===== src/rtl/alu_pipe_mc.sv =====
// Registered ALU with valid/ready handshakes, an iterative shift-add multiply, SLTU,
// signed overflow and a zero flag. One operation in flight; results held until accepted.
// state  | meaning
// IDLE   | waiting for an operation, in_ready_o high
// MUL    | shift-add multiply, one multiplier bit per cycle, busy_o high
// HOLD   | result presented on out_valid_o until out_ready_i
module alu_pipe_mc #(
    parameter int WIDTH  = 32,
    parameter bit MUL_EN = 1'b1
) (
    input  logic             clk_i,
    input  logic             rst_i,
    input  logic             in_valid_i,
    output logic             in_ready_o,
    input  logic [WIDTH-1:0] mux_out_a_i,
    input  logic [WIDTH-1:0] mux_out_b_i,
    input  logic [3:0]       alu_ctrl_i,
    output logic             out_valid_o,
    input  logic             out_ready_i,
    output logic [WIDTH-1:0] alu_out_o,
    output logic             overflow_o,
    output logic             zero_o,
    output logic             busy_o
);
    localparam int SHW = $clog2(WIDTH);
    localparam int MSB = WIDTH - 1;

    localparam logic [3:0] OP_AND  = 4'b0000;
    localparam logic [3:0] OP_ADD  = 4'b0001;
    localparam logic [3:0] OP_SUB  = 4'b0010;
    localparam logic [3:0] OP_OR   = 4'b0011;
    localparam logic [3:0] OP_SLL  = 4'b0101;
    localparam logic [3:0] OP_SRL  = 4'b0110;
    localparam logic [3:0] OP_SRA  = 4'b1000;
    localparam logic [3:0] OP_SLT  = 4'b1001;
    localparam logic [3:0] OP_SLTU = 4'b1010;
    localparam logic [3:0] OP_MUL  = 4'b1100;

    typedef enum logic [1:0] {S_IDLE, S_MUL, S_HOLD} state_t;

    state_t             state_q, state_d;
    logic [2*WIDTH-1:0] mcand_q, mcand_d, acc_q, acc_d, acc_step;
    logic [WIDTH-1:0]   mplier_q, mplier_d, res_q, res_d;
    logic [WIDTH-1:0]   op_res, sum, diff;
    logic [SHW-1:0]     cnt_q, cnt_d, shamt;
    logic               ovf_q, ovf_d, zero_q, zero_d;
    logic               op_ovf, is_mul, accept;

    always_comb begin
        shamt  = mux_out_a_i[SHW-1:0];
        sum    = mux_out_a_i + mux_out_b_i;
        diff   = mux_out_a_i - mux_out_b_i;
        op_res = '0;
        op_ovf = 1'b0;
        case (alu_ctrl_i)
            OP_AND:  op_res = mux_out_a_i & mux_out_b_i;
            OP_ADD: begin
                op_res = sum;
                op_ovf = (mux_out_a_i[MSB] == mux_out_b_i[MSB]) && (sum[MSB] != mux_out_a_i[MSB]);
            end
            OP_SUB: begin
                op_res = diff;
                op_ovf = (mux_out_a_i[MSB] != mux_out_b_i[MSB]) && (diff[MSB] != mux_out_a_i[MSB]);
            end
            OP_OR:   op_res = mux_out_a_i | mux_out_b_i;
            OP_SLL:  op_res = mux_out_b_i << shamt;
            OP_SRL:  op_res = mux_out_b_i >> shamt;
            OP_SRA:  op_res = $signed(mux_out_b_i) >>> shamt;
            OP_SLT:  op_res[0] = $signed(mux_out_a_i) < $signed(mux_out_b_i);
            OP_SLTU: op_res[0] = mux_out_a_i < mux_out_b_i;
            default: ;
        endcase
    end

    // With MUL_EN cleared the MUL opcode falls through to the undefined-opcode path.
    assign is_mul   = MUL_EN && (alu_ctrl_i == OP_MUL);
    assign acc_step = acc_q + (mplier_q[0] ? mcand_q : '0);

    always_comb begin
        state_d     = state_q;
        mcand_d     = mcand_q;
        mplier_d    = mplier_q;
        acc_d       = acc_q;
        cnt_d       = cnt_q;
        res_d       = res_q;
        ovf_d       = ovf_q;
        zero_d      = zero_q;
        in_ready_o  = 1'b0;
        out_valid_o = 1'b0;
        busy_o      = 1'b0;
        accept      = 1'b0;

        unique case (state_q)
            S_IDLE: in_ready_o = 1'b1;
            S_MUL: begin
                busy_o   = 1'b1;
                acc_d    = acc_step;
                mcand_d  = mcand_q << 1;
                mplier_d = mplier_q >> 1;
                cnt_d    = cnt_q - SHW'(1);
                if (cnt_q == '0) begin
                    state_d = S_HOLD;
                    res_d   = acc_step[WIDTH-1:0];
                    ovf_d   = |acc_step[2*WIDTH-1:WIDTH];
                    zero_d  = (acc_step[WIDTH-1:0] == '0);
                end
            end
            S_HOLD: begin
                out_valid_o = 1'b1;
                in_ready_o  = out_ready_i;
                if (out_ready_i) state_d = S_IDLE;
            end
            default: state_d = S_IDLE;
        endcase

        accept = in_ready_o && in_valid_i;
        if (accept) begin
            if (is_mul) begin
                state_d  = S_MUL;
                mcand_d  = {{WIDTH{1'b0}}, mux_out_a_i};
                mplier_d = mux_out_b_i;
                acc_d    = '0;
                cnt_d    = SHW'(WIDTH - 1);
            end else begin
                state_d = S_HOLD;
                res_d   = op_res;
                ovf_d   = op_ovf;
                zero_d  = (op_res == '0);
            end
        end
    end

    always_ff @(posedge clk_i) begin
        if (rst_i) begin
            state_q  <= S_IDLE;
            mcand_q  <= '0;
            mplier_q <= '0;
            acc_q    <= '0;
            cnt_q    <= '0;
            res_q    <= '0;
            ovf_q    <= 1'b0;
            zero_q   <= 1'b0;
        end else begin
            state_q  <= state_d;
            mcand_q  <= mcand_d;
            mplier_q <= mplier_d;
            acc_q    <= acc_d;
            cnt_q    <= cnt_d;
            res_q    <= res_d;
            ovf_q    <= ovf_d;
            zero_q   <= zero_d;
        end
    end

    assign alu_out_o  = res_q;
    assign overflow_o = ovf_q;
    assign zero_o     = zero_q;

endmodule


===== config.mk =====
export PLATFORM = sky130hd
export DESIGN_NAME = alu_pipe_mc
export DESIGN_NICKNAME = d
export VERILOG_FILES = /design/src/rtl/alu_pipe_mc.sv
export SDC_FILE = /design/constraint.sdc
export NUM_CORES = 1
export LEC_CHECK = 0
export BUFFER_PORTS_ARGS = -buffer_cell sky130_fd_sc_hd__buf_2
export CAP_MARGIN = 20
export CORE_ASPECT_RATIO = 1.2
export CORE_MARGIN = 2
export CORE_UTILIZATION = 58
export CTS_CLUSTER_DIAMETER = 40
export CTS_CLUSTER_SIZE = 40
export DETAILED_ROUTE_END_ITERATION = 8
export GPL_TIMING_DRIVEN = 0
export PLACE_DENSITY = 0.84
export SETUP_SLACK_MARGIN = 0.2
export SLEW_MARGIN = 20
export SYNTH_ARGS = -nofsm -noshare
export SYNTH_HDL_FRONTEND = slang
export SYNTH_SLANG_ARGS = --single-unit

===== constraint.sdc =====
create_clock -name clk_i -period 5.1 [get_ports clk_i]
set_clock_uncertainty 0.05 [all_clocks]
set_input_delay 1.02 -clock clk_i [delete_from_list [all_inputs] [get_ports clk_i]]
set_output_delay 1.02 -clock clk_i [all_outputs]
set_load 0.05 [all_outputs]

# --- Yosys cells after proc, flatten, opt, wreduce, memory -nomap -nowiden ---
# Index checks and enable logic that the tools add are counted.
totals:
  elab_cells: 83
  in_bits: 72
  reg_bits: 201
classes:
  n_reduce_logical: 10
  magnitude_cmp: 2
  n_eq_ne: 18
  muxes: 36
  n_shift: 3
  n_bitwise: 2
  addsub: 4
op_table:
  columns: ["cell", "count"]
  rows:
  - ["2-to-1 mux 64 bit", 7]
  - ["2-to-1 mux 32 bit", 7]
  - ["case mux 31 bit (7 select lines)", 1]
  - ["adder 64 bit", 1]
  - ["zero test 32 bit", 2]
  - ["less-than comparator 32 bit", 2]
  - ["adder 32 bit", 1]
  - ["bitwise AND 32 bit", 1]
  - ["bitwise OR 32 bit", 1]
  - ["OR reduction 32 bit", 1]
  - ["<< shifter 32 x 5 -> 32 bit", 1]
  - ["right shift 32 x 5 -> 32 bit", 1]
  - [">>> shifter 32 x 5 -> 32 bit", 1]
  - ["subtractor 32 bit", 1]
  - ["equality test 4 bit, second input constant", 4]
  - ["2-to-1 mux 5 bit", 3]
  - ["2-to-1 mux 1 bit", 10]
  - ["case mux 1 bit (9 select lines)", 1]
  - ["equality test 4 x 2 -> 1 bit, second input constant", 2]
  - ["equality test 4 x 3 -> 1 bit, second input constant", 2]
  - ["2-to-1 mux 2 bit", 4]
  - ["!= test 3 bit, second input constant", 2]
  - ["case mux 2 bit (3 select lines)", 1]
  - ["zero test 5 bit", 1]
  - ["12 further kinds", 17]

# --- Longest topological paths before layout ---
# Gate-level depths: netlist of the first run.
logic_depth:
  ltp_word: 7
  mapped_depth: 18
  ltp_nobuf: 15

# --- Worst setup path before layout of the first run ---
# OpenSTA, ideal clock, no wires.
synth_path:
  path_type: "input -> register"
  start: "in mux_out_a_i[2]"
  end: "reg zero_q (netlist: zero_o)"
  slack_ns: -0.167
  arrival_time_ns: 5.148
  setup_time_ns: 0.069
  cell_stages: 18
  n_path_buf: 5
  cell_sequence: "clkbuf_1 -> inv_1 -> buf_2 -> buf_2 -> buf_1 -> ha_1 -> buf_2 -> o21ai_0 -> o21bai_1 -> a211oi_2 -> o211a_1 -> o31ai_2 -> a211oi_1 -> a31o_2 -> a221oi_1 -> or4b_1 -> or4_1 -> o21ai_1"
synth_via:
  elab_chain_len: 5
  elab_cells_between_ends: 14
  classes_between: "add/sub: 2; order compare: 2; shift: 3; mux: 4; bitwise: 2; reduce/logical: 1"
synth_rtl:
  columns: ["element", "line", "text"]
  rows:
  - ["start, declared", "15", "input logic [WIDTH-1:0] mux_out_a_i,"]
  - ["subtractor 32 bit, or another cell as far along", "52", "diff = mux_out_a_i - mux_out_b_i;"]
  - ["case mux 31 bit (7 select lines) / case mux 1 bit (9 select lines) (equally long branches)", "55", "case (alu_ctrl_i)"]
  - ["zero test 32 bit (*)", "128", "zero_d = (op_res == '0);"]
  - ["2-to-1 mux 1 bit (*)", "118", "if (is_mul) begin"]
  - ["2-to-1 mux 1 bit (*)", "117", "if (accept) begin"]
  - ["end signal, assigned", "151", "zero_q <= zero_d;"]
  - ["end, declared", "46", "logic ovf_q, ovf_d, zero_q, zero_d;"]
# Mark *: on every way between the ends. The rest lies on a longest branch, timed or not.
# A chain may end at the register's enable or synchronous reset.

# --- Final worst setup path of the first run ---
layout_path:
  start: "in mux_out_a_i[1]"
  end: "reg zero_q (netlist: zero_o)"
# Same word-level chain as after synthesis.

==> metrics.yaml, run 1 <==
synth_simple_gate_area_frac: 0.255
avgRoutedWirePerCell_um: 26.8
antenna_found_initial: 5
yosysSeqAreaShare: 0.190
hold_path_class: "register to register"
dp_hpwl_um: 75600
final_nets: 3415
avgSynthCellArea_um2: 7.05
die_area_um2: 38100
r2r_slack_ns: 0.23
fin_ws_ns: 0.0961
cp-start-kind: "input pin"
dr.pass1.iters: 6
cap_viol_max_count: 0
hold_end: "acc_q[30]"
gp_congestion: 1.19
synthXorXnorAreaFrac: 0.0290
powerDensity_nw_per_um2: 196
multi_input_comb_area_um2: 16500
clockBufferDepth: 3
grt_pass1_vias: 24489
die_w_um: 178
setup_viol: 0
fin_cells: 3664
worst-path-buf-inv: 3
p_leak_nw: 10.2
grt_overflow: 0
synth_cell_types: 87
timing.rr.end: "overflow_o"
synth-edff-count: 0
fin_util: 0.671
drive_above_1_share: 0.135
synth_nets: 3242
timing.final.hold_violations: 0
drc: 0
vias: 25866
grt_use_total: 0.502
dp.cells: 3580
cp.arrival_ns: 5.41
cts_tree: "yes"
insertion_delay_ns: 0.52
r2r-start: "mplier_q[0]"
worstPathRequired_ns: 5.51
tightest_slew_ns: 1.09
grt_max_degree: 25
fmax_mhz: 200
synth-main-ff-cell: "dfxtp_1"
io_buffers: 107
maxSlewViolCount: 0
holdWs_ns: 0.415
mappedNetlistArea_um2: 21200
crit_type: "input pin to register"
hp-start: "acc_q[30]"
critical_path.startpoint: "mux_out_a_i[1]"
synthMuxAreaShare: 0.0899
core-area_um2: 35900
clock_sinks: 201
synthArstFlopShare: 0
grt_pass1_wl_um: 144000
worst-path-max-fanout: 10
root_buffer: "clkbuf_16"
syn_inst: 3004
rr_worst_depth: 17
htree_levels: 1
syn_to_final_growth_pct: 13.9
synth-compound-area-share: 0.275
layout_common_cells: "nand2_1 (479), nor2_1 (291), a21oi_1 (261), dfxtp_1 (201), o21ai_0 (197)"
seq_area_um2: 4020
place_ws_ns: -1.59
path_delay_family: "simple AND/OR/NAND/NOR gates"
numCtsBuffers: 18
fin_crit_sh: 0.981
synth-seq-cells: 201
antenna_left: 0
slowest_delay_ns: 0.57
vias_per_cell: 7.06
wl_um: 98100
rsz0062_at_grt: "yes"
peakVddDrop_uv: 185
status: "completed"
min_path_cells: 2
die_h_um: 213
synth_adder_area_share: 0.0991
slew_headroom: 0.265
crit_path_cell_trace: "buf_6 > buf_2 > buf_1 > mux2i_1 > o22ai_1 > o21ai_1 > o221ai_1 > a21oi_1 > nor4bb_4 > nand4_1 > or4_1 > or4_4 > o21ai_2"
boundaryPins: 109
final_common_cell: "nand2_1"
endpoint_kind: "register"
fill_cells: 3028
synth_warnings: 0
drt-initial-drc-count: 3423
clk_pin_slew_ns: 0.09
floorplan.initialDensity: 0.589
slowest_stage: "or4_1"
row_count: 76
finalCriticalPeriod_ns: 5.00
synth_top_family_by_area: "compound AO/OA/AOI/OAI gates"
## through the flow
step                setup TNS (ns)  power (mW)  area (µm²)
global route                     0        4.82       24100
global placement            -13.53        3.04       22300
floorplan                        0        2.55       21200
finish                           0        4.73       24100
detailed placement          -10.95        3.05       22400
CTS                              0        4.56       23500
## cells by family after synthesis
logic type	count (synthesis)
compound gates	908
xor+xnor	70
fa+ha+maj	166
buf+inv	332
flops	201
mux	141
simple gates	1186
## synthesized netlist by cell type, types with 17 or more instances
library cell	instances	area [µm²]
nand2_1	479	1800
nor2_1	292	1100
a21oi_1	274	1370
o21ai_0	208	1040
dfxtp_1	201	4020
clkbuf_1	169	634
ha_1	163	2040
inv_1	125	469
nand3_1	102	510
and2_1	79	494
a211oi_1	66	495
mux2i_1	62	621
nor3_1	49	245
a21o_1	48	360
mux2_2	44	495
xnor2_1	40	350
o211ai_1	39	293
nand4_1	34	213
mux4_2	32	721
xor2_1	30	263
o21bai_1	26	195
o22ai_1	26	163
a31oi_1	25	156
nor2b_1	24	150
nor4_1	23	144
nand2b_1	20	125
buf_2	17	85.1
## registers in the layout, summed over array words and instances (netlist names)
register / cells
overflow_o: 1
acc_q: 64
alu_out_o: 32
mcand_q: 64
state_q: 2
cnt_q: 5
zero_o: 1
mplier_q: 32
## metal layers
metal	GRT usage	wire (µm)
met3	0.130	11400
met2	0.801	42900
met4	0.444	11000
met5	0	13
met1	0.551	32800
## worst max-delay path by stage
stage / to / slack, ns / depth (start not counted)
after floorplan: zero_o / 0.20 / 18
after global placement: zero_o / -2.40 / 17
after detailed placement: zero_o / -1.59 / 17
after CTS: zero_o / 0.19 / 19
after global routing: zero_o / 0.16 / 15
final: zero_o / 0.1 / 13
## report_power, final
| group | total, mW | switching [mW] | leakage [nW] | internal (mW) |
|---|---|---|---|---|
| combinational | 1.59 | 1.08 | 8.27 | 0.516 |
| clock | 1.50 | 0.753 | 0.316 | 0.746 |
| sequential | 1.64 | 0.0328 | 1.63 | 1.61 |
| total | 4.73 | 1.86 | 10.2 | 2.87 |
## worst register-to-register path: stages (launching register included)
cell and delay [ns]:
dfxtp_1 0.34, clkbuf_2 0.27, clkbuf_4 0.31, and2_1 0.15, ha_1 0.23, fa_1 0.29, a21oi_2 0.10, o211ai_1 0.51
nand4bb_2 0.31, a311oi_4 0.31, buf_4 0.23, o311ai_2 0.17, a2111o_1 0.44, o211ai_1 0.15, o2111ai_1 0.17, nor4b_2 0.29
nor4b_4 0.33, nor3_1 0.07
## what timing repair did
action / CTS / global route
setup buffers: 17 / 28
setup endpoints to repair: 18 / 2
pin swaps: 20 / 31
gates resized for setup: 80 / 105
gates cloned: 0 / 0
hold buffers: 0 / 0
## layout make-up
cell class,instances,area share
diodes,7,0.000726
multi-input cells,2471,0.683
inverters,128,0.0207
clock inverters,12,0.00731
clock buffers,20,0.0199
flip-flops and latches,201,0.167
plain buffers,204,0.0393
repair buffers,153,0.0381
well taps,468,0.0243
No activity file was read; power rests on OpenSTA's default activity.
==> run 2: changes to the inputs <==
--- a/config.mk
+++ b/config.mk
@@ -14,7 +14,7 @@
 export CTS_CLUSTER_SIZE = 40
 export DETAILED_ROUTE_END_ITERATION = 8
 export GPL_TIMING_DRIVEN = 0
-export PLACE_DENSITY = 0.84
+export PLACE_DENSITY_LB_ADDON = 0.15
 export SETUP_SLACK_MARGIN = 0.2
 export SLEW_MARGIN = 20
 export SYNTH_ARGS = -nofsm -noshare
==> metrics.yaml, run 2 (synthesis results as in run 1) <==
status: "completed"
peakVddDrop_uv: 176  # -4.5%
io_buffers: 107  # unchanged
drt-initial-drc-count: 3337  # -2.5%
p_seq_frac: 0.358  # +0.012
clock_sinks: 201  # unchanged
cts_tree: "yes"
root_buffer: "clkbuf_16"
floorplan.initialDensity: 0.589  # unchanged
boundaryPins: 109  # unchanged
die_w_um: 178  # unchanged
powerDensity_nw_per_um2: 193  # -1.8%
cap_viol_max_count: 0  # unchanged
crit_type: "input pin to register"
worst-path-max-fanout: 10  # unchanged
cp-start-kind: "input pin"
die_area_um2: 38100  # unchanged
vias: 25740  # -0.49%
finalCriticalPeriod_ns: 5.01  # +0.00897 ns
fmax_mhz: 199  # -0.18%
clk_pin_slew_ns: 0.09  # about the same
grt_pass1_wl_um: 142000  # -1.2%
comb_power_share: 0.342  # +0.005
final_common_cell: "nand2_1"
layout_common_cells: "nand2_1 (479), nor2_1 (289), a21oi_1 (268), dfxtp_1 (201), o21ai_0 (200)"
setup_viol: 0  # unchanged
r2r-start: "mplier_q[0]"
switching_power_mw: 1.79  # -3.9%
core-area_um2: 35900  # unchanged
critical_path.startpoint: "mux_out_a_i[0]"
avgRoutedWirePerCell_um: 26.8  # +0.12%
vias_per_cell: 7.06  # about the same
cp.arrival_ns: 5.43  # +0.02 ns
fin_ws_ns: 0.0871  # -0.00897 ns
hp-start: "mcand_q[63]"
p_clk_frac: 0.300  # -0.017
numCtsBuffers: 16  # -2
hold_path_class: "register to register"
drive_above_1_share: 0.125  # -0.0101
swShare: 0.390  # -0.00326
fin_crit_sh: 0.983  # +0.00176
die_h_um: 213  # unchanged
grt_pass1_vias: 24194  # -1.2%
dp_hpwl_um: 75300  # -0.51%
row_count: 76  # unchanged
largestRegisters: "acc_q (64), mcand_q (64)"
timing.final.hold_violations: 0  # unchanged
dp.cells: 3579  # -0.028%
maxSlewViolCount: 0  # unchanged
wl_um: 97700  # -0.37%
tightest_slew_ns: 1.30  # +0.204 ns
grt_overflow: 0  # unchanged
final_nets: 3403  # -0.35%
fin_cells: 3646  # -0.49%
gp_congestion: 1.17  # -1.8%
htree_levels: 1  # unchanged
antenna_left: 0  # unchanged
drc: 0  # unchanged
dr.pass1.iters: 7  # +1
p_leak_nw: 10.1  # -1.3%
place_ws_ns: -1.55  # +0.0454 ns
worstPathRequired_ns: 5.52  # about the same
antenna_found_initial: 3  # -2
cts_hold_buf: 0  # unchanged
clockBufferDepth: 3  # unchanged
slew_headroom: 0.127  # -0.138
power.internal_mw: 2.79  # -2.6%
syn_to_final_growth_pct: 12.4
insertion_delay_ns: 0.53  # about the same
grt_max_degree: 26  # +4.0%
grt_use_total: 0.495  # -0.00701
endpoint_kind: "register"
rsz0062_at_grt: "yes"
## run 2: changes by cell type in the layout (fill, tap and decap cells not counted), moves of 5 or more
cell      previous run  this run
buf_2              116       121
a21oi_2             10         5
a21oi_1            261       268
clkbuf_2             9         4
buf_4               47        39
## run 2: through the flow
stage	power, mW	utilization	hold slack (ns)	area, µm²	TNS [ns]
2_1_floorplan	2.55	-	0.386	21200	0
3_3_place_gp	3.03	0.622	0.393	22300	-11.66
3_5_place_dp	3.05	0.622	0.402	22400	-9.91
4_1_cts	4.41	0.648	0.414	23300	0
5_1_grt	4.67	0.662	0.432	23800	0
6_report	4.58	0.662	0.415	23800	0
## run 2: final cells by class
| type | instances | area, µm² |
|---|---|---|
| well taps | 468 | 586 |
| fillers | 3055 | 12200 |
| repair buffers | 143 | 831 |
| clock inverters | 8 | 116 |
| diodes | 3 | 7.51 |
| multi-input cells | 2471 | 16300 |
| inverters | 128 | 493 |
| plain buffers | 204 | 933 |
| flip-flops and latches | 201 | 4020 |
| clock buffers | 20 | 457 |
## run 2: worst paths after layout
| path | end | slack, ns | cells past startpoint |
|---|---|---|---|
| min | mcand_q[63] | 0.41 | 2 |
| max | zero_o | 0.09 | 17 |
| min reg2reg | mcand_q[63] | 0.41 | 2 |
| max reg2reg | overflow_o | 0.21 | 17 |
## run 2: critical path, stage by stage
cell and delay, ns:
buf_2 0.12, buf_8 0.16, buf_12 0.16, buf_8 0.16, clkinvlp_4 0.15, ha_4 0.21, buf_4 0.13, a222oi_1 0.21
buf_4 0.19, o21ai_0 0.19, a221oi_1 0.67, o21ai_0 0.29, a211oi_4 0.39, nand4_1 0.20, or4_1 0.55, or4_4 0.50
o21ai_2 0.11
## run 2: layer usage
metal / global-route usage / wire length, µm / part of all wire
met5: 0.00260 / 0 / 0
met4: 0.454 / 11200 / 0.11
met3: 0.117 / 11000 / 0.11
met2: 0.791 / 42700 / 0.44
met1: 0.543 / 32800 / 0.34
## run 2: power by group through the flow
stage	Clock, mW	Combinational, mW	Sequential [mW]
2_1_floorplan	0	0.804	1.74
3_3_place_gp	0	1.36	1.67
3_5_place_dp	0	1.38	1.67
4_1_cts	1.35	1.43	1.64
5_1_grt	1.41	1.61	1.64
6_report	1.37	1.57	1.64
## run 2: what timing repair did
action                     in CTS  in global routing
buffers inserted               16                 20
pin swaps                      16                 26
setup endpoints to repair      17                  6
resized for setup              60                 85
